## src/rtl/fifo_rptr_ctrl.sv

```systemverilog
// -----------------------------------------------------------------------------
// fifo_rptr_ctrl
//
// Read-side pointer and status controller for the JTAG async FIFO. It runs
// entirely in the read clock domain. It keeps a binary and a Gray-coded read
// pointer, and derives registered empty, fill-level, almost-empty and sticky
// underflow status from the write pointer, which has already been
// synchronised into this domain.
//
// Parameters:
//   ADDR_WIDTH     RAM address bits. Depth is 2**ADDR_WIDTH, and the
//                  pointers are ADDR_WIDTH+1 bits wide.
//   AEMPTY_THRESH  almost_empty asserts when the fill level is <= this value.
//                  Legal range is 0 .. 2**ADDR_WIDTH-1.
//
// Configuration macro: FIFO_RPTR_AEMPTY_EN
//   defined   : the threshold comparator and the almost_empty register are
//               built.
//   undefined : almost_empty is kept as a port and tied to empty.
//
// Ports:
//   rclk          in   read-domain clock
//   r_nrst        in   asynchronous active-low reset
//   rinc          in   read request from the consumer
//   sync_wptr     in   Gray write pointer, synchronised into rclk
//   clr_err       in   synchronous clear of the sticky underflow flag
//   rptr          out  Gray read pointer, sent to the write-domain synchroniser
//   raddr         out  RAM read address (low bits of the binary pointer)
//   empty         out  FIFO empty
//   almost_empty  out  fill level <= AEMPTY_THRESH
//   rcount        out  fill level seen from the read side (0 .. 2**ADDR_WIDTH)
//   underflow     out  sticky; set by a read attempted while empty
//
// All outputs are registered. No combinational path runs from an input to an
// output.
// -----------------------------------------------------------------------------
module fifo_rptr_ctrl #(
  parameter int ADDR_WIDTH    = 4,
  parameter int AEMPTY_THRESH = 1
) (
  input  logic                  rclk,
  input  logic                  r_nrst,
  input  logic                  rinc,
  input  logic [ADDR_WIDTH:0]   sync_wptr,
  input  logic                  clr_err,
  output logic [ADDR_WIDTH:0]   rptr,
  output logic [ADDR_WIDTH-1:0] raddr,
  output logic                  empty,
  output logic                  almost_empty,
  output logic [ADDR_WIDTH:0]   rcount,
  output logic                  underflow
);

  localparam int PW = ADDR_WIDTH + 1;

  logic [ADDR_WIDTH:0] rbin_reg, rbin_next;
  logic [ADDR_WIDTH:0] rptr_reg, rptr_next;
  logic [ADDR_WIDTH:0] rcount_reg, rcount_next;
  logic [ADDR_WIDTH:0] wbin;
  logic                empty_reg, empty_next;
  logic                underflow_reg, underflow_next;
  logic                rd_accept;

  // Gray to binary conversion. Each binary bit is the XOR of all Gray bits
  // at or above it. Every bit is computed directly from sync_wptr rather
  // than chained through its neighbour, so there is no ripple through wbin
  // itself.
  genvar gi;
  generate
    for (gi = 0; gi <= ADDR_WIDTH; gi++) begin : g_gray2bin
      assign wbin[gi] = ^sync_wptr[ADDR_WIDTH:gi];
    end
  endgenerate

  always_comb begin
    rd_accept      = rinc & ~empty_reg;
    rbin_next      = rbin_reg + PW'(rd_accept);
    rptr_next      = rbin_next ^ (rbin_next >> 1);
    // Full-width compare. The Gray MSB toggles once per RAM lap, so equal
    // pointers can only mean empty, never full.
    empty_next     = (rptr_next == sync_wptr);
    // Modulo subtraction. A write pointer that is a full lap ahead yields
    // 2**ADDR_WIDTH, which still fits in PW bits.
    rcount_next    = wbin - rbin_next;
    // When a clear and a new underflow event land in the same cycle, the
    // set term wins.
    underflow_next = (rinc & empty_reg) | (underflow_reg & ~clr_err);
  end

  always_ff @(posedge rclk or negedge r_nrst) begin
    if (!r_nrst) begin
      rbin_reg      <= '0;
      rptr_reg      <= '0;
      rcount_reg    <= '0;
      empty_reg     <= 1'b1;
      underflow_reg <= 1'b0;
    end else begin
      rbin_reg      <= rbin_next;
      rptr_reg      <= rptr_next;
      rcount_reg    <= rcount_next;
      empty_reg     <= empty_next;
      underflow_reg <= underflow_next;
    end
  end

`ifdef FIFO_RPTR_AEMPTY_EN
  localparam logic [ADDR_WIDTH:0] AEMPTY_LIMIT = PW'(AEMPTY_THRESH);

  logic aempty_reg, aempty_next;

  // Compare against the next count so that the flag lines up with rcount
  // on the same edge.
  always_comb begin
    aempty_next = (rcount_next <= AEMPTY_LIMIT);
  end

  always_ff @(posedge rclk or negedge r_nrst) begin
    if (!r_nrst) begin
      aempty_reg <= 1'b1;
    end else begin
      aempty_reg <= aempty_next;
    end
  end

  assign almost_empty = aempty_reg;
`else
  // Without the comparator, almost_empty follows empty. This keeps the port
  // meaningful for consumers that only look at almost_empty.
  assign almost_empty = empty_reg;
`endif

  assign rptr      = rptr_reg;
  assign raddr     = rbin_reg[ADDR_WIDTH-1:0];
  assign empty     = empty_reg;
  assign rcount    = rcount_reg;
  assign underflow = underflow_reg;

endmodule
```

## config.mk

```make
export PLATFORM = sky130hd
export DESIGN_NAME = fifo_rptr_ctrl
export DESIGN_NICKNAME = d
export VERILOG_FILES = /design/src/rtl/fifo_rptr_ctrl.sv
export SDC_FILE = /design/constraint.sdc
export NUM_CORES = 1
export LEC_CHECK = 0
export ABC_AREA = 1
export CORE_ASPECT_RATIO = 1.25
export CORE_MARGIN = 10
export CORE_UTILIZATION = 50
export CTS_CLUSTER_DIAMETER = 150
export DETAILED_ROUTE_END_ITERATION = 12
export PLACE_DENSITY = 0.82
export SLEW_MARGIN = 20
export SYNTH_ARGS = -nofsm -noshare
export SYNTH_HDL_FRONTEND = slang
export SYNTH_SLANG_ARGS = --single-unit
```

## constraint.sdc

```tcl
create_clock -name rclk -period 3.9 [get_ports rclk]
set_input_delay 0.39 -clock rclk [delete_from_list [all_inputs] [get_ports rclk]]
set_output_delay 0.39 -clock rclk [all_outputs]
set_load 0.05 [all_outputs]
```

## Word-level counts from Yosys, hierarchy flattened

Index checks and enable logic that the tools add are counted.
W data, S select, Z words.

- Flip-flop bits (word level): 17
- Bits of input ports: 9
- Logic and storage cells: 19

- Add/sub/neg operators: 2
- Equality and inequality tests: 1
- Bitwise logic cells: 7
- Reduce and logical (&&, ||, !) cells: 4

Operators with widths:

| kind | number |
|---|---|
| $add A5 B1 Y5 | 1 |
| $eq A5 B5 Y1 | 1 |
| $reduce_xor A5 Y1 | 1 |
| $sub A5 B5 Y5 | 1 |
| $xor A5 B4 Y5 | 1 |
| $reduce_xor A4 Y1 | 1 |
| $and A1 B1 Y1 | 3 |
| $reduce_xor A3 Y1 | 1 |
| $not A1 Y1 | 2 |
| $reduce_xor A2 Y1 | 1 |
| $or A1 B1 Y1 | 1 |

## Longest topological paths before layout

Gate-level depths: netlist of the first run.

- Word-level depth: 5
- Gate-level depth with buffers: 14

## Worst setup path before layout of the first run

OpenSTA, ideal clock, no wires.

- Kind: reg2reg
- From: register empty_reg, in the netlist almost_empty
- To: register rcount_reg[4], in the netlist rcount[4]
- Setup time: 0.117 ns
- Arrival time: 2.103 ns
- Data required time: 3.783 ns
- Slack: 1.681 ns
- Stages on the path, launching flop included: 11
- Period minus slack after synthesis: 2.219 ns
- Path through: dfstp_2 > inv_2 > nand3_2 > inv_1 > ha_1 > inv_1 > fa_1 > nand4_1 > nand2_1 > nand2_1 > nand2_1

- Word-level cells in the longest chain between the ends: 4

Ends and longest elaborated chain:

| what | RTL line | source |
|---|---|---|
| start: declaration | 60 | `logic empty_reg, empty_next;` |
| start signal: assignment | 101 | `empty_reg <= empty_next;` |
| $not A1 Y1 | 76 | `rd_accept = rinc & ~empty_reg;` |
| $and A1 B1 Y1 | 76 |  |
| $add A5 B1 Y5 | 77 | `rbin_next = rbin_reg + PW'(rd_accept);` |
| net rbin_next[1] | 56 | `logic [ADDR_WIDTH:0] rbin_reg, rbin_next;` |
| $sub A5 B5 Y5 | 84 | `rcount_next = wbin - rbin_next;` |
| net rcount_next[4] | 58 | `logic [ADDR_WIDTH:0] rcount_reg, rcount_next;` |
| end signal: assignment | 100 | `rcount_reg <= rcount_next;` |
| end: declaration | 58 |  |

The timed path passes the listed nets, and every way through them passes these cells.

## Worst setup path after layout of the first run

- From: input sync_wptr[4]
- To: register rcount_reg[4], in the netlist rcount[4]

- Word-level cells in the longest chain between the ends: 2

Ends and longest elaborated chain:

| what | RTL line | source |
|---|---|---|
| start: declaration | 44 | `input logic [ADDR_WIDTH:0] sync_wptr,` |
| $reduce_xor A5 Y1, or another cell as far along | 71 | `assign wbin[gi] = ^sync_wptr[ADDR_WIDTH:gi];` |
| $sub A5 B5 Y5 (*) | 84 |  |
| net rcount_next[4] | 58 |  |

Mark *: on every way through the listed nets, which the timed path passes. The rest lies on a longest branch.

==> key figures, run 1 <==
STA
  – Final WS setup: 1461 ps
  – Fin crit share: 0.6253
  – FMAX: 0.4101 GHz
  – Count of pins over their slew limit: 0
  – # setup viols final: 0
  – Min Clock Period, post-route: 2439 ps
  – Worst-margin pin slew: 710.3 ps
  – Setup Skew: between 5 and 6 ps
  – TNS Setup: 0 ps
  – RSZ-0062 raised after global routing: no
  – Final hold violation count: 0
  – Relative slew slack: 0.5250

Routing
  – Drt wl/cell: between 10 and 15 um
  – DR iter-0 viols: 8
  – Antenna Nets Post-Route: 0
  – DR DRC count: 0
  – WL final: 2.250 mm
  – Via Count: 896
  – Drt pass-1 iters: 4
  – Routed vias/inst: a little over 5

Synth
  – Library cells used by synthesis: 22
  – Simple-Gate Fraction of Synth Area: 0.3441
  – Post-synthesis mux area share: 0
  – Mean Syn Cell Area: around 8.1 sq um
  – Adder-Cell Fraction of Synth Area: 0.06931
  – Number of synthesized register bits: 16
  – Area share of xor/xnor cells in the synthesized design: 0.07426
  – Synth Area in Compound Gates: 0.01856
  – Mapped Area: 0.001011 sq mm
  – Post-synthesis sequential area ratio: 0.3973
  – Share of the synthesized area in the top cell type: 0.3713
  – Cells after synthesis: 125
  – Yosys warning total: 0
  – Synthesized Nets: approximately 140
  – Largest family of logic cells by synthesized area: simple AND/OR/NAND/NOR gates
  – Cell taking the most area after synthesis: dfrtp_1
  – Synth top area cells: dfrtp_1, nand2_1, inv_1

Die
  – Die ar.: 0.004232 sq mm
  – Die Span Y: 70.28 um
  – Ports: 26
  – Initial core utilization: 0.5160
  – Core footprint: 0.001959 sq mm
  – DIE WIDTH: ~60 um
  – FP Rows: 18

GRT
  – Antenna violations before repair: 0
  – Global-route wire length before repair: around 3.9 mm
  – Largest net degree at the start of global routing: 17
  – Total gr overflow: 0
  – GRT Total Usage: 0.1150
  – Vias in the first global route: 864

Worst setup path
  – Worst EP required: 4080 ps
  – Critical path type: in -> reg
  – R2R depth: 10
  – Critical path launch point type: input pin
  – Endpoint class of the critical path: register
  – CP Max Fanout: 3
  – CP arrival: 2620 ps

CTS
  – CTS Buf Count: 3
  – Clk Tree Root Cell: clkbuf_4
  – Clk buf depth: 2
  – # resized after CTS: 0
  – CTS H-tree lvls: 1
  – CTS tree: yes
  – Clk sinks: 16
  – Setup Buffers After CTS: 0
  – Worst-Skew Late Latency: 290 ps
  – Hold-fix buffers, CTS: 0
  – Clk slew on worst S/H paths: 90 ps

Finish
  – Share of cells above drive strength 1: 0.1503
  – Area Overhead vs Synth: 30.07%
  – Layout Cells excl Fill: 173
  – # diodes: 0
  – Fin nets: 168
  – Finished Core Util: 0.6711

Run status
  – Status: finished clean

Worst hold path
  – Worst min path class: in -> async

Placed design
  – # port buffers: 25
  – Dpl cells: between 150 and 200
  – DP Worst Slack: 1170 ps
  – RD Place Congestion: 0.7780
  – Final HPWL DP: around 1.9 mm

Run
  – Max Cap Violations: 0
## worst max-delay path: stages
cell and delay (ps):
clkdlybuf4s50_1 510, inv_1 80, nand2_1 120, nand2_2 80
nand2_2 80, nand2_2 80, xor2_2 170, xor2_1 170
ha_1 160, inv_1 60, fa_1 400, nand4_1 140
nand2_1 80, nand2_1 60, nand2_1 40
## Yosys cell counts
cell type and n:
a21oi_1 1, buf_4 1, dfrtp_1 15, dfstp_2 1, fa_1 1, ha_1 4, inv_1 22, inv_2 2
nand2_1 36, nand2_2 8, nand2_4 1, nand3_1 13, nand3_2 5, nand4_1 3, nor2_1 3, nor2_2 1
o21bai_1 1, o22ai_1 1, xnor2_1 1, xor2_1 3, xor2_2 1, xor3_1 1
## path summary, 6_finish.rpt
kind / start / to / slack [ps]
worst max-delay path: sync_wptr[4] / rcount[4]$_DFF_PN0_ / 1460
worst min-delay path: r_nrst / rptr[0]$_DFF_PN0_ / 520
worst max register to register: almost_empty$_DFF_PN1_ / rcount[4]$_DFF_PN0_ / 1640
worst min register to register: underflow$_DFF_PN0_ / underflow$_DFF_PN0_ / 530
max in group asynchronous: r_nrst / rptr[1]$_DFF_PN0_ / 2930
min in group rclk: underflow$_DFF_PN0_ / underflow$_DFF_PN0_ / 530
## per-layer routing
| layer | global-route usage | up-vias | share of wire |
|---|---|---|---|
| met3 | 0.02893 | 6 | 0.057 |
| li1 | - | 441 | - |
| met4 | 0.06500 | 0 | 0.020 |
| met2 | 0.1881 | 20 | 0.52 |
| met5 | 0 | - | 0 |
| met1 | 0.1278 | 429 | 0.40 |
## placed cells by master (no fill, tap or decap)
| cell | Yosys | final |
|---|---|---|
| inv_2 | 2 | 2 |
| xor2_1 | 3 | 3 |
| ha_1 | 4 | 4 |
| a21oi_1 | 1 | 1 |
| nand3_2 | 5 | 5 |
| dfrtp_1 | 15 | 15 |
| nor2_1 | 3 | 3 |
| xor2_2 | 1 | 1 |
| clkbuf_4 | 0 | 3 |
| nand2_2 | 8 | 8 |
| nand4_1 | 3 | 3 |
| xnor2_1 | 1 | 1 |
| nor2_2 | 1 | 1 |
| o21bai_1 | 1 | 1 |
| clkbuf_8 | 0 | 1 |
| dfstp_2 | 1 | 1 |
| fa_1 | 1 | 1 |
| nand2_4 | 1 | 1 |
| nand3_1 | 13 | 13 |
| nand2_1 | 36 | 36 |
| clkdlybuf4s50_1 | 0 | 25 |
| o22ai_1 | 1 | 1 |
| inv_1 | 22 | 22 |
| xor3_1 | 1 | 1 |
## logic make-up after synthesis
group,after synthesis
AOI/OAI and AO/OA,3
xor gates and xnor gates,6
adders and majority gates,5
buffers and inverters,25
DFF,16
and+or+nand+nor,70
## layout make-up
| type | count | area [sq um] |
|---|---|---|
| clock buffers | 4 | 36.28 |
| fillers | 169 | 644.4 |
| inverters | 24 | 90.09 |
| multi-input cells | 84 | 511.7 |
| flip-flops and latches | 16 | 401.6 |
| well taps | 20 | 25.02 |
| repair buffers | 25 | 250.2 |
## stage by stage
stage	cell area [sq um]	hold WS, ps
after floorplan	1011	94.41
after global placement	1279	516.8
final	1315	521.1
after global routing	1315	572.9
after CTS	1315	540.9
after detailed placement	1279	525.1
Power of run 1 is not shown: default switching activity piles up to over one toggle a cycle in this logic, so the estimate is an artifact.
==> run 2: changes to the inputs <==
--- a/config.mk
+++ b/config.mk
@@ -8,10 +8,10 @@
 export ABC_AREA = 1
 export CORE_ASPECT_RATIO = 1.25
 export CORE_MARGIN = 10
-export CORE_UTILIZATION = 50
+export CORE_UTILIZATION = 43
 export CTS_CLUSTER_DIAMETER = 150
 export DETAILED_ROUTE_END_ITERATION = 12
-export PLACE_DENSITY = 0.82
+export PLACE_DENSITY = 0.75
 export SLEW_MARGIN = 20
 export SYNTH_ARGS = -nofsm -noshare
 export SYNTH_HDL_FRONTEND = slang
==> constraint.sdc (replaced) <==
create_clock -name rclk -period 1.95 [get_ports rclk]
set_input_delay 0.195 -clock rclk [delete_from_list [all_inputs] [get_ports rclk]]
set_output_delay 0.195 -clock rclk [all_outputs]
set_load 0.05 [all_outputs]
==> key figures, run 2 (synthesis gave the netlist of run 1 again) <==
CTS
  – Clk buf depth: 2
  – CTS Buf Count: 3
  – Worst-Skew Late Latency: 280 ps
  – CTS H-tree lvls: 1
  – Clk Tree Root Cell: clkbuf_4
  – CTS tree: yes
  – Clk slew on worst S/H paths: 90 ps
  – Clk sinks: 16

STA
  – FMAX: 0.5371 GHz
  – Final hold violation count: 0
  – Setup Skew: 6.844 ps
  – TNS Setup: 0 ps
  – RSZ-0062 raised after global routing: yes
  – Relative slew slack: 0.5132
  – # setup viols final: 0
  – Worst-margin pin slew: 727.9 ps
  – Count of pins over their slew limit: 0
  – Final WS setup: 88.12 ps
  – Fin crit share: 0.9548
  – Min Clock Period, post-route: 1862 ps

Finish
  – Fin nets: roughly 180
  – Area Overhead vs Synth: 42.95%
  – Most common cell after layout, fill and taps aside: nand2_1
  – Commonest cells after routing, fill and taps aside: nand2_1, clkdlybuf4s50_1, inv_1
  – Design Area, Final: 0.001445 sq mm
  – Share of cells above drive strength 1: 0.2901
  – # diodes: 0

Placed design
  – # port buffers: 25
  – Area post-placement: 0.001390 sq mm
  – DP Worst Slack: -443.3 ps
  – Final HPWL DP: 1.900 mm
  – RD Place Congestion: 0.8432

Routing
  – Drt wl/cell: around 12 um
  – DR iter-0 viols: 11
  – Antenna Nets Post-Route: 0
  – Drt pass-1 iters: 4
  – Via Count: 904
  – WL final: approximately 2.3 mm
  – Routed vias/inst: about 4.7
  – DR DRC count: 0

Worst setup path
  – CP Max Fanout: 2
  – Cell chain of the critical path: clkdlybuf4s50_1 > inv_1 > xor2_2 > xor2_1 > ha_2 > inv_1 > fa_2 > nand4_1 > nand2_1 > nand2_1 > nand2_1
  – Endpoint class of the critical path: register
  – Critical path type: in -> reg
  – Worst EP required: 2130 ps
  – Worst path max stage delay: 500 ps
  – CP arrival: 2040 ps
  – Most used cell, CP: nand2_1
  – CP max-delay cell: clkdlybuf4s50_1
  – Critical path launch point type: input pin

GRT
  – Antenna violations before repair: 0
  – Vias in the first global route: 966
  – GRT Total Usage: 0.1070
  – Global-route wire length before repair: 4.015 mm
  – Largest net degree at the start of global routing: 17
  – Total gr overflow: 0

Die
  – DIE WIDTH: 63.37 um
  – Core footprint: 0.002235 sq mm
  – Ports: 26
  – FP Rows: 19
  – Die ar.: 0.004703 sq mm
  – Die Span Y: 74.21 um
  – Initial core utilization: 0.4524

Worst hold path
  – Worst min path class: in -> async

Run
  – Max Cap Violations: 0

Run status
  – Status: finished clean
run 2: cell count changes in the layout (fill, tap and decap cells not counted), sizes merged:
| cell | delta |
|---|---|
| buf | +9 |
| clkdlybuf4s50 | -3 |
| dlygate4sd2 | +3 |
run 2: timing repair:
| item | 4_1_cts | 5_1_grt |
|---|---|---|
| hold buffers | 0 | 0 |
| resized for setup | 4 | 11 |
| setup endpoints to repair | 3 | 3 |
| buffers inserted | 0 | 1 |
| pin swaps | 2 | 1 |
run 2: metrics by stage:
stage / hold slack [ps] / utilization / cells
3_3_place_gp: 514.1 / 0.6221 / 188
4_1_cts: 355.6 / 0.6333 / 192
6_report: 339.8 / 0.6467 / 193
5_1_grt: 379.9 / 0.6467 / 193
3_5_place_dp: 526.4 / 0.6221 / 188
2_1_floorplan: -100.6 / - / 125
run 2: critical path, delay by kind of cell:
| family | cells | cell delay [ps] |
|---|---|---|
| adders and majority gates | 2 | 570 |
| and+or+nand+nor | 4 | 250 |
| buffers and inverters | 3 | 660 |
| xor gates and xnor gates | 2 | 360 |
run 2: cell type report:
class,count,area [sq um]
clock buffers,4,26.28
well taps,31,38.79
fillers,199,789.5
repair buffers,34,314.1
inverters,24,92.59
multi-input cells,84,571.8
flip-flops and latches,16,401.6
run 2: routing by layer:
layer / up-vias / wire length, um / track usage
li1: 463 / - / -
met1: 414 / 884 / 0.1028
met2: 21 / 1239 / 0.1980
met3: 6 / 79 / 0.02402
met4: 0 / 65 / 0.08029
met5: - / 0 / 0
run 2: worst paths after layout:
kind / start / endpoint / slack (ps) / cells past startpoint
min in group rclk: sync_wptr[3] / almost_empty$_DFF_PN1_ / 410 / 4
hold / removal: r_nrst / rptr[0]$_DFF_PN0_ / 340 / 1
hold reg to reg: underflow$_DFF_PN0_ / underflow$_DFF_PN0_ / 530 / 2
setup / recovery: sync_wptr[1] / rcount[4]$_DFF_PN0_ / 90 / 11
setup reg to reg: almost_empty$_DFF_PN1_ / rcount[4]$_DFF_PN0_ / 110 / 11
max in group asynchronous: r_nrst / rbin_reg[3]$_DFF_PN0_ / 1150 / 1
Power of run 2 is left out for the same reason.
==> run 3: changes to the inputs <==
--- a/config.mk
+++ b/config.mk
@@ -6,12 +6,14 @@
 export NUM_CORES = 1
 export LEC_CHECK = 0
 export ABC_AREA = 1
+export CELL_PAD_IN_SITES_DETAIL_PLACEMENT = 0
+export CELL_PAD_IN_SITES_GLOBAL_PLACEMENT = 1
 export CORE_ASPECT_RATIO = 1.25
 export CORE_MARGIN = 10
-export CORE_UTILIZATION = 43
+export CORE_UTILIZATION = 31
 export CTS_CLUSTER_DIAMETER = 150
 export DETAILED_ROUTE_END_ITERATION = 12
-export PLACE_DENSITY = 0.75
+export PLACE_DENSITY_LB_ADDON = 0.1
 export SLEW_MARGIN = 20
 export SYNTH_ARGS = -nofsm -noshare
 export SYNTH_HDL_FRONTEND = slang
==> key figures, run 3 (synthesis gave the netlist of run 1 again) <==
Run status
  – Status: finished clean

CTS
  – CTS Buf Count: 3
  – Worst-Skew Late Latency: 250 ps
  – Clk buf depth: 2
  – Hold-fix buffers, CTS: 0
  – CTS tree: yes
  – Clk slew on worst S/H paths: 70 ps
  – Clk Tree Root Cell: clkbuf_8
  – Clk sinks: 16
  – CTS H-tree lvls: 1

Die
  – Ports: 26
  – Initial core utilization: 0.3194
  – FP Rows: 23
  – DIE WIDTH: 71.08 um
  – Core footprint: 0.003166 sq mm
  – Die Span Y: about 84 um
  – Die ar.: 0.005959 sq mm

GRT
  – Antenna violations before repair: 0
  – Global-route wire length before repair: 4.374 mm
  – GRT Total Usage: 0.08869
  – Vias in the first global route: 997
  – Total gr overflow: 0
  – Largest net degree at the start of global routing: 17

STA
  – Worst-margin pin slew: 525.0 ps
  – Min Clock Period, post-route: 1891 ps
  – Setup Skew: 7.128 ps
  – Final WS setup: around 60 ps
  – Final hold slack: 285.0 ps
  – # setup viols final: 0
  – FMAX: 0.5288 GHz
  – Relative slew slack: 0.6489
  – Fin crit share: 0.9699
  – Count of pins over their slew limit: 0
  – RSZ-0062 raised after global routing: yes
  – Final hold violation count: 0

Power and ir drop
  – Power Density: 1953 mW/mm^2
  – Worst vdd ir: between 0.8 and 0.9 mV
  – Leakage: 0.0007786 uW

Worst setup path
  – CP Max Fanout: 3
  – Endpoint class of the critical path: output port
  – Worst EP required: 1750 ps
  – CP arrival: approximately 1700 ps
  – Critical path type: reg -> out
  – Critical path launch point type: register

Routing
  – Via Count: 926
  – Drt pass-1 iters: 4
  – Antenna Nets Post-Route: 0
  – DR DRC count: 0
  – DR iter-0 viols: 29
  – WL final: 2.475 mm
  – Drt wl/cell: 11.90 um
  – Routed vias/inst: 4.452

Finish
  – Area Overhead vs Synth: 50.74%
  – # diodes: 0
  – Fin nets: roughly 190
  – Share of cells above drive strength 1: 0.2924
  – Most common cell after layout, fill and taps aside: nand2_1
  – Commonest cells after routing, fill and taps aside: nand2_1, clkdlybuf4s50_1, inv_1, buf_4, dfrtp_1

Worst hold path
  – Worst min path class: in -> async

Placed design
  – # port buffers: 25
  – Final HPWL DP: 2.066 mm
  – RD Place Congestion: about 0.74
  – DP Worst Slack: -465.3 ps

Run
  – Max Cap Violations: 0
-- run 3: changes by cell type in the layout (fill, tap and decap cells not counted), sizes merged --
cell / before / now
buf: 9 / 18
-- run 3: cell type report --
class / count / area (sq um)
tap: 37 / 46.29
inverter: 24 / 95.09
clock buffer: 4 / 45.04
multi-input combinational: 84 / 554.3
timing repair buffer: 43 / 381.6
sequential: 16 / 401.6
fill: 326 / 1642
-- run 3: stage by stage --
| stage | power (uW) | utilization | std cells | TNS [ps] | area [sq um] |
|---|---|---|---|---|---|
| finish | 2977 | 0.4814 | 208 | 0 | 1524 |
| global route | 3236 | 0.4814 | 208 | -34.33 | 1524 |
| CTS | 2984 | 0.4719 | 205 | 0 | 1494 |
| detailed placement | 2709 | 0.4581 | 201 | -1402 | 1450 |
| global placement | 2680 | 0.4581 | 201 | -1156 | 1450 |
| floorplan | 2036 | - | 125 | -29.24 | 1049 |
-- run 3: path summary, 6_finish.rpt --
check | from | to | slack, ps | depth (start not counted)
worst max-delay path | almost_empty$_DFF_PN1_ | almost_empty | 60 | 2
worst max register to register | almost_empty$_DFF_PN1_ | rcount[4]$_DFF_PN0_ | 70 | 10
worst min register to register | underflow$_DFF_PN0_ | underflow$_DFF_PN0_ | 530 | 2
min in group rclk | sync_wptr[3] | almost_empty$_DFF_PN1_ | 430 | 4
worst min-delay path | r_nrst | rptr[1]$_DFF_PN0_ | 280 | 2
max in group asynchronous | r_nrst | almost_empty$_DFF_PN1_ | 1410 | 2
-- run 3: layer usage --
metal,GRT usage,part of all wire,up-vias
li1,-,-,477
met1,0.09735,0.44,431
met2,0.1549,0.51,16
met3,0.02619,0.045,2
met4,0.03175,0.011,0
met5,0,0,-
-- run 3: repair_timing --
action	4_1_cts	5_1_grt
endpoints found under the setup margin	3	2
setup buffers	0	3
pin swaps	2	4
gates resized for setup	4	5
-- run 3: where the power goes --
part           internal (uW)  switching (uW)  total [uW]
logic                    807            1310        2110
clock network            144             109         253
registers                502             108         610
total                   1450            1520        2980
-- run 3: worst max-delay path, cell delays in order (launching register included) --
cell and delay [ps]:
dfstp_2 550, buf_4 110, clkdlybuf4s50_1 800
(Power assumes the default switching activity.)
==> patch 1: new RTL, settings of run 2 <==
The output `rcount` loses its register stage (`rcount_reg` becomes a continuous assignment).
--- a/src/rtl/fifo_rptr_ctrl.sv
+++ b/src/rtl/fifo_rptr_ctrl.sv
@@ -93,3 +93,2 @@
       rptr_reg      <= '0;
-      rcount_reg    <= '0;
       empty_reg     <= 1'b1;
@@ -99,3 +98,2 @@
       rptr_reg      <= rptr_next;
-      rcount_reg    <= rcount_next;
       empty_reg     <= empty_next;
@@ -104,2 +102,4 @@
   end
+
+  assign rcount_reg = rcount_next;
 
Behaviour: not the same (Yosys sat finds a counterexample within 4 cycles, from zero or initial values and one cycle with r_nrst low).
==> patch 1 against run 2 <==
- the run now ends with setup timing left
- synthesized area fell by 12%
- wire length rose by 43%
- design area rose by 18%
- hold slack got worse by 80 ps
- setup slack got worse by 550 ps
- sequential cell count fell by 5
- largest cell class unchanged
- die area fell by 8.8%
Power is left out: the tool's default activity adds up to more than one toggle a clock period on the data nets, which glitch-free logic cannot reach.
==> patch 1: results (changes against run 2) <==
.. list-table::
   :header-rows: 1

   * - Metric
     - Value
   * - Synthesis warning total
     - 0 (unchanged)
   * - DP Wirelength
     - 2177 um (+15%)
   * - Slack of the critical path
     - -461.0 ps (-549.2 ps)
   * - Failing checks
     - setup timing
   * - Maximum buffer depth of the clock tree
     - 2 (unchanged)
   * - IO buf count
     - 25 (unchanged)
   * - Level count of the clock H-tree
     - 1 (unchanged)
   * - Arrival time of data at the critical path endpoint
     - 2220 ps (+180 ps)
   * - Metal2 WL
     - 1808 um (+46%)
   * - Startpoint of the worst-slack reg-to-reg timing path
     - almost_empty
   * - Nets
     - 199 (+12%)
   * - Number of flip-flops in the largest register
     - 5
   * - Crit path max fanout
     - 4 (+2)
   * - Cell count of the worst reg-to-reg path
     - 14 (+3)
   * - Worst-Skew Late Latency
     - 270 ps
   * - First-pass DRT Iterations
     - 4 (unchanged)
   * - Number of inserted diodes
     - 0 (unchanged)
   * - Global Route Usage Sum
     - 0.1362 (+0.02922)
   * - Number of hold violations in the final report
     - 0 (unchanged)
   * - Synth Flop Type
     - dfrtp_1
   * - Remaining max-slew budget at the tightest pin
     - 0.6583 (+0.1451)
   * - Top cells by area in the synthesized netlist
     - dfrtp_1 28%, nand2_1 15%, inv_1 9.3%, nand3_1 7.3%, ha_1 5.6%
   * - Register-to-Register Setup Slack
     - 50 ps (-60 ps)
   * - Slowest library cell on the worst path
     - dfstp_2
   * - Number of design-rule violations left by the first detailed-router iteration
     - 29 (+18)
   * - Average routed wire per standard cell
     - 15.87 um (+35%)
   * - Post-Route Skew
     - 2.264 ps (-4.580 ps)
   * - Root cell of the clock tree
     - clkbuf_4
   * - Final weighted congestion of routability-driven global placement
     - 0.7844 (-7.0%)
   * - Path type of the worst min-delay path
     - primary input to asynchronous set/reset pin
   * - Layout cell share with drive strength beyond 1
     - 0.5543 (+0.2642)
   * - Routed vias
     - 1070 (+18%)
   * - Length of routed met3 wiring
     - 257 um (+230%)
   * - Antenna violations before repair
     - 0 (unchanged)
   * - Ranking of synthesized cells by instance count
     - 36 x nand2_1, 22 x inv_1, 13 x nand3_1
   * - Global-route wire length before repair
     - 4692 um (+17%)
   * - Worst stage delay on the critical path
     - 560 ps (+60 ps)
   * - FF-to-FF End
     - almost_empty
   * - Number of CTS-inserted buffers
     - 3 (unchanged)
   * - Number of setup violations in the final report
     - 4 (+4)
   * - Family with the most delay on the worst path
     - flip-flops
   * - Uppermost routed layer
     - met4
   * - Clk pin slew, worst setup/hold paths
     - 80 ps
   * - Synthesized netlist net count
     - 134 (-3.6%)
   * - Netlist cell types
     - 22 (unchanged)
   * - Async SR Flop Fraction
     - 1.000 (unchanged)
   * - Sequential cell area fraction in the yosys report
     - 0.3121 (-0.08513)
   * - Pin count of the biggest net entering global routing
     - 12 (-5)
   * - Status
     - complete, but fails checks
   * - Fill cell instance count of the final layout
     - 99 (-50%)
   * - M1 WL
     - 1073 um (+21%)
-- patch 1: cell count changes after synthesis, sizes merged --
cell / run 2 / this run
dfrtp: 15 / 10
-- patch 1: logic make-up after synthesis --
family | synth area share
and+or+nand+nor | 0.3927
buffers and inverters | 0.1102
adders and majority gates | 0.07910
AOI/OAI and AO/OA | 0.02119
xor gates and xnor gates | 0.08475
DFF | 0.3122
-- patch 1: worst max path at each step --
| stage | startpoint | end | slack [ps] | depth (start not counted) |
|---|---|---|---|---|
| 3_5_place_dp | sync_wptr[4] | rcount[4] | -770 | 16 |
| 2_1_floorplan | almost_empty | rcount[3] | -350 | 10 |
| 5_1_grt | almost_empty | rcount[3] | -560 | 11 |
| 4_1_cts | almost_empty | rcount[4] | -460 | 11 |
| 6_report | almost_empty | rcount[3] | -460 | 11 |
| 3_3_place_gp | sync_wptr[4] | rcount[2] | -720 | 14 |
-- patch 1: layout make-up --
class	instances	area [um2]	share of cell area
Sequential cell	11	276.5	0.1627
Tap cell	20	25.02	0.01473
Timing Repair Buffer	61	560.5	0.3299
Clock buffer	4	26.28	0.01546
Inverter	24	100.1	0.05891
Multi-Input combinational cell	84	710.7	0.4183
-- patch 1: repair_timing --
item | CTS | global route
cloned | 0 | 0
buffers inserted | 4 | 4
pin swaps | 12 | 13
setup endpoints to repair | 5 | 6
endpoints found under the hold margin | 0 | 0
resized for setup | 13 | 28
-- patch 1: through the flow --
step           cell area (um2)  hold slack, ps  std cells  setup TNS [ps]  setup WS [ps]
5_1_grt                   1699           279.4        204           -2021         -562.5
4_1_cts                   1585           262.7        201           -1609         -458.8
3_5_place_dp              1515           550.9        193           -3074         -771.4
6_report                  1699           260.2        204           -1609         -461.0
2_1_floorplan            984.7          -100.6        120           -1204         -354.3
3_3_place_gp              1515           515.9        193           -2818         -721.2
-- patch 1: layer usage --
layer,vias up,GRT usage
li1,497,-
met4,0,0.08313
met5,-,0
met1,519,0.1326
met3,8,0.04107
met2,46,0.2372
-- patch 1: worst reg2reg max path: stages, from the launching register on --
cell and delay [ps]:
dfstp_2 560, inv_4 40, nand3_4 100, inv_2 60, ha_4 180, nand3_2 90
nand2_1 80, nand2_2 100, nand2_1 80, nand2_2 100, buf_4 110, nand2_2 50
nor2_2 110, nand3_2 70, nor2_2 110
==> patch 2: new RTL, config.mk and constraints of run 2 <==
Without the edit above. The option `FIFO_RPTR_AEMPTY_EN` is turned on by a define.
--- a/src/rtl/fifo_rptr_ctrl.sv
+++ b/src/rtl/fifo_rptr_ctrl.sv
@@ -36,2 +36,4 @@
 // -----------------------------------------------------------------------------
+`define FIFO_RPTR_AEMPTY_EN
+
 module fifo_rptr_ctrl #(
Check against the original RTL: not equivalent (Yosys sat finds a counterexample within 4 cycles, from zero or initial values and one cycle with r_nrst low).
==> patch 2 against run 2 <==
- the run now ends with setup timing left
- design area up 9.6%
- wire length up 8.7%
- sequential cell count up 1
- synthesized area down 4.2%
- setup slack worse by 110 ps
- via count down 1.0%
- non-clock buffer count up 11
- critical path type is now flop to flop
Power is not shown: default switching activity piles up to over one toggle a cycle in this logic, so the estimate is an artifact.
==> patch 2: results (changes against run 2) <==
.. list-table::
   :header-rows: 1

   * - Metric
     - Value
   * - Average routed wire per standard cell
     - 12.72 um (+8.2%)
   * - Sequential cell area fraction in the yosys report
     - 0.4419 (+0.04458)
   * - Top cells by area in the synthesized netlist
     - dfrtp_1 39%, nand2_1 13%, inv_1 8.1%, xor2_1 6.3%, nand3_1 5.7%
   * - Nets
     - 178 (+0.56%)
   * - Arrival time of data at the critical path endpoint
     - 2200 ps (+160 ps)
   * - Global-route wire length before repair
     - 4043 um (+0.70%)
   * - DP Wirelength
     - 2001 um (+5.3%)
   * - Fill cell instance count of the final layout
     - 169 (-15%)
   * - Number of setup violations in the final report
     - 1 (+1)
   * - Ranking of synthesized cells by instance count
     - 33 x nand2_1, 21 x inv_1, 15 x dfrtp_1
   * - Post-Route Skew
     - 3.509 ps (-3.335 ps)
   * - Routed vias
     - 895 (-1.0%)
   * - Global Route Usage Sum
     - 0.1103 (+0.003276)
   * - Pin count of the biggest net entering global routing
     - 18 (+1)
   * - Synthesis warning total
     - 0 (unchanged)
   * - Number of design-rule violations left by the first detailed-router iteration
     - 22 (+11)
   * - Slack of the critical path
     - -23.59 ps (-111.7 ps)
   * - Post-place setup slack
     - -710.5 ps (-267.2 ps)
   * - Netlist cell types
     - 21 (-4.5%)
   * - Status
     - complete, but fails checks
   * - FF-to-FF End
     - almost_empty
   * - Worst Max-Slew Pin Slew
     - 712.4 ps (-15.46 ps)
   * - Synthesized netlist net count
     - 128 (-7.9%)
   * - Failing checks
     - setup timing
   * - Final weighted congestion of routability-driven global placement
     - 0.8977 (+6.5%)
   * - Cell count of the worst reg-to-reg path
     - 10 (-1)
   * - Startpoint of the most critical setup path
     - empty
-- patch 2: changes by cell type after synthesis, moves of 2 or more --
cell            run 2  this run
nand3_2             5         2
xor2_1              3         7
nor2_1              3         5
nand2_1            36        33
nand2_2             8         1
nand4_1             3         1
nand3_1            13        11
-- patch 2: timing repair --
action	CTS	global route
buffers inserted	5	2
endpoints found under the setup margin	5	4
gates resized for setup	11	20
pin swaps	10	11
-- patch 2: critical path, cell delays in order, from the launching register on --
cell and delay, ps:
dfstp_2 550, inv_2 50, nand3_4 70, inv_2 50, ha_4 270, inv_4 40
fa_2 350, xor2_1 180, nor2_1 120, nand3_1 110, a21oi_2 120
-- patch 2: final cells by class --
type                    instances  area, um2  area share
multi-input cells              75      604.3      0.3815
flip-flops and latches         17      427.9      0.2701
repair buffers                 45      399.1      0.2520
inverters                      22      87.58     0.05529
well taps                      31      38.79     0.02449
clock buffers                   4      26.28     0.01659
-- patch 2: worst max-delay path by stage --
stage,depth (start not counted),endpoint,slack [ps]
final,10,almost_empty,-20
after global routing,10,almost_empty,-120
after CTS,10,almost_empty,-20
after detailed placement,13,almost_empty,-710
after global placement,13,almost_empty,-540
after floorplan,10,almost_empty,-120
-- patch 2: metrics by stage --
step | hold slack (ps) | cell area, um2 | utilization | cells | TNS (ps)
finish | 326.1 | 1584 | 0.7243 | 194 | -23.59
global route | 372.6 | 1584 | 0.7243 | 194 | -210.9
CTS | 352.1 | 1513 | 0.6916 | 193 | -16.75
detailed placement | 522.2 | 1429 | 0.6533 | 184 | -2483
global placement | 516.3 | 1429 | 0.6533 | 184 | -1781
floorplan | -100.6 | 1035 | - | 114 | -206.1
-- patch 2: logic make-up after synthesis --
group	share of synthesized area
AO/OA/AOI/OAI	0.03360
adder cells (fa/ha/maj)	0.07235
flip-flops	0.4419
XOR/XNOR	0.1098
buffers and inverters	0.08527
AND/OR/NAND/NOR	0.2571
-- patch 2: layer usage --
metal | vias to the layer above | part of all wire | GRT usage
li1 | 446 | - | -
met3 | 6 | 0.037 | 0.01997
met1 | 419 | 0.36 | 0.09732
met4 | 0 | 0.033 | 0.1020
met5 | - | 0 | 0
met2 | 24 | 0.57 | 0.2089
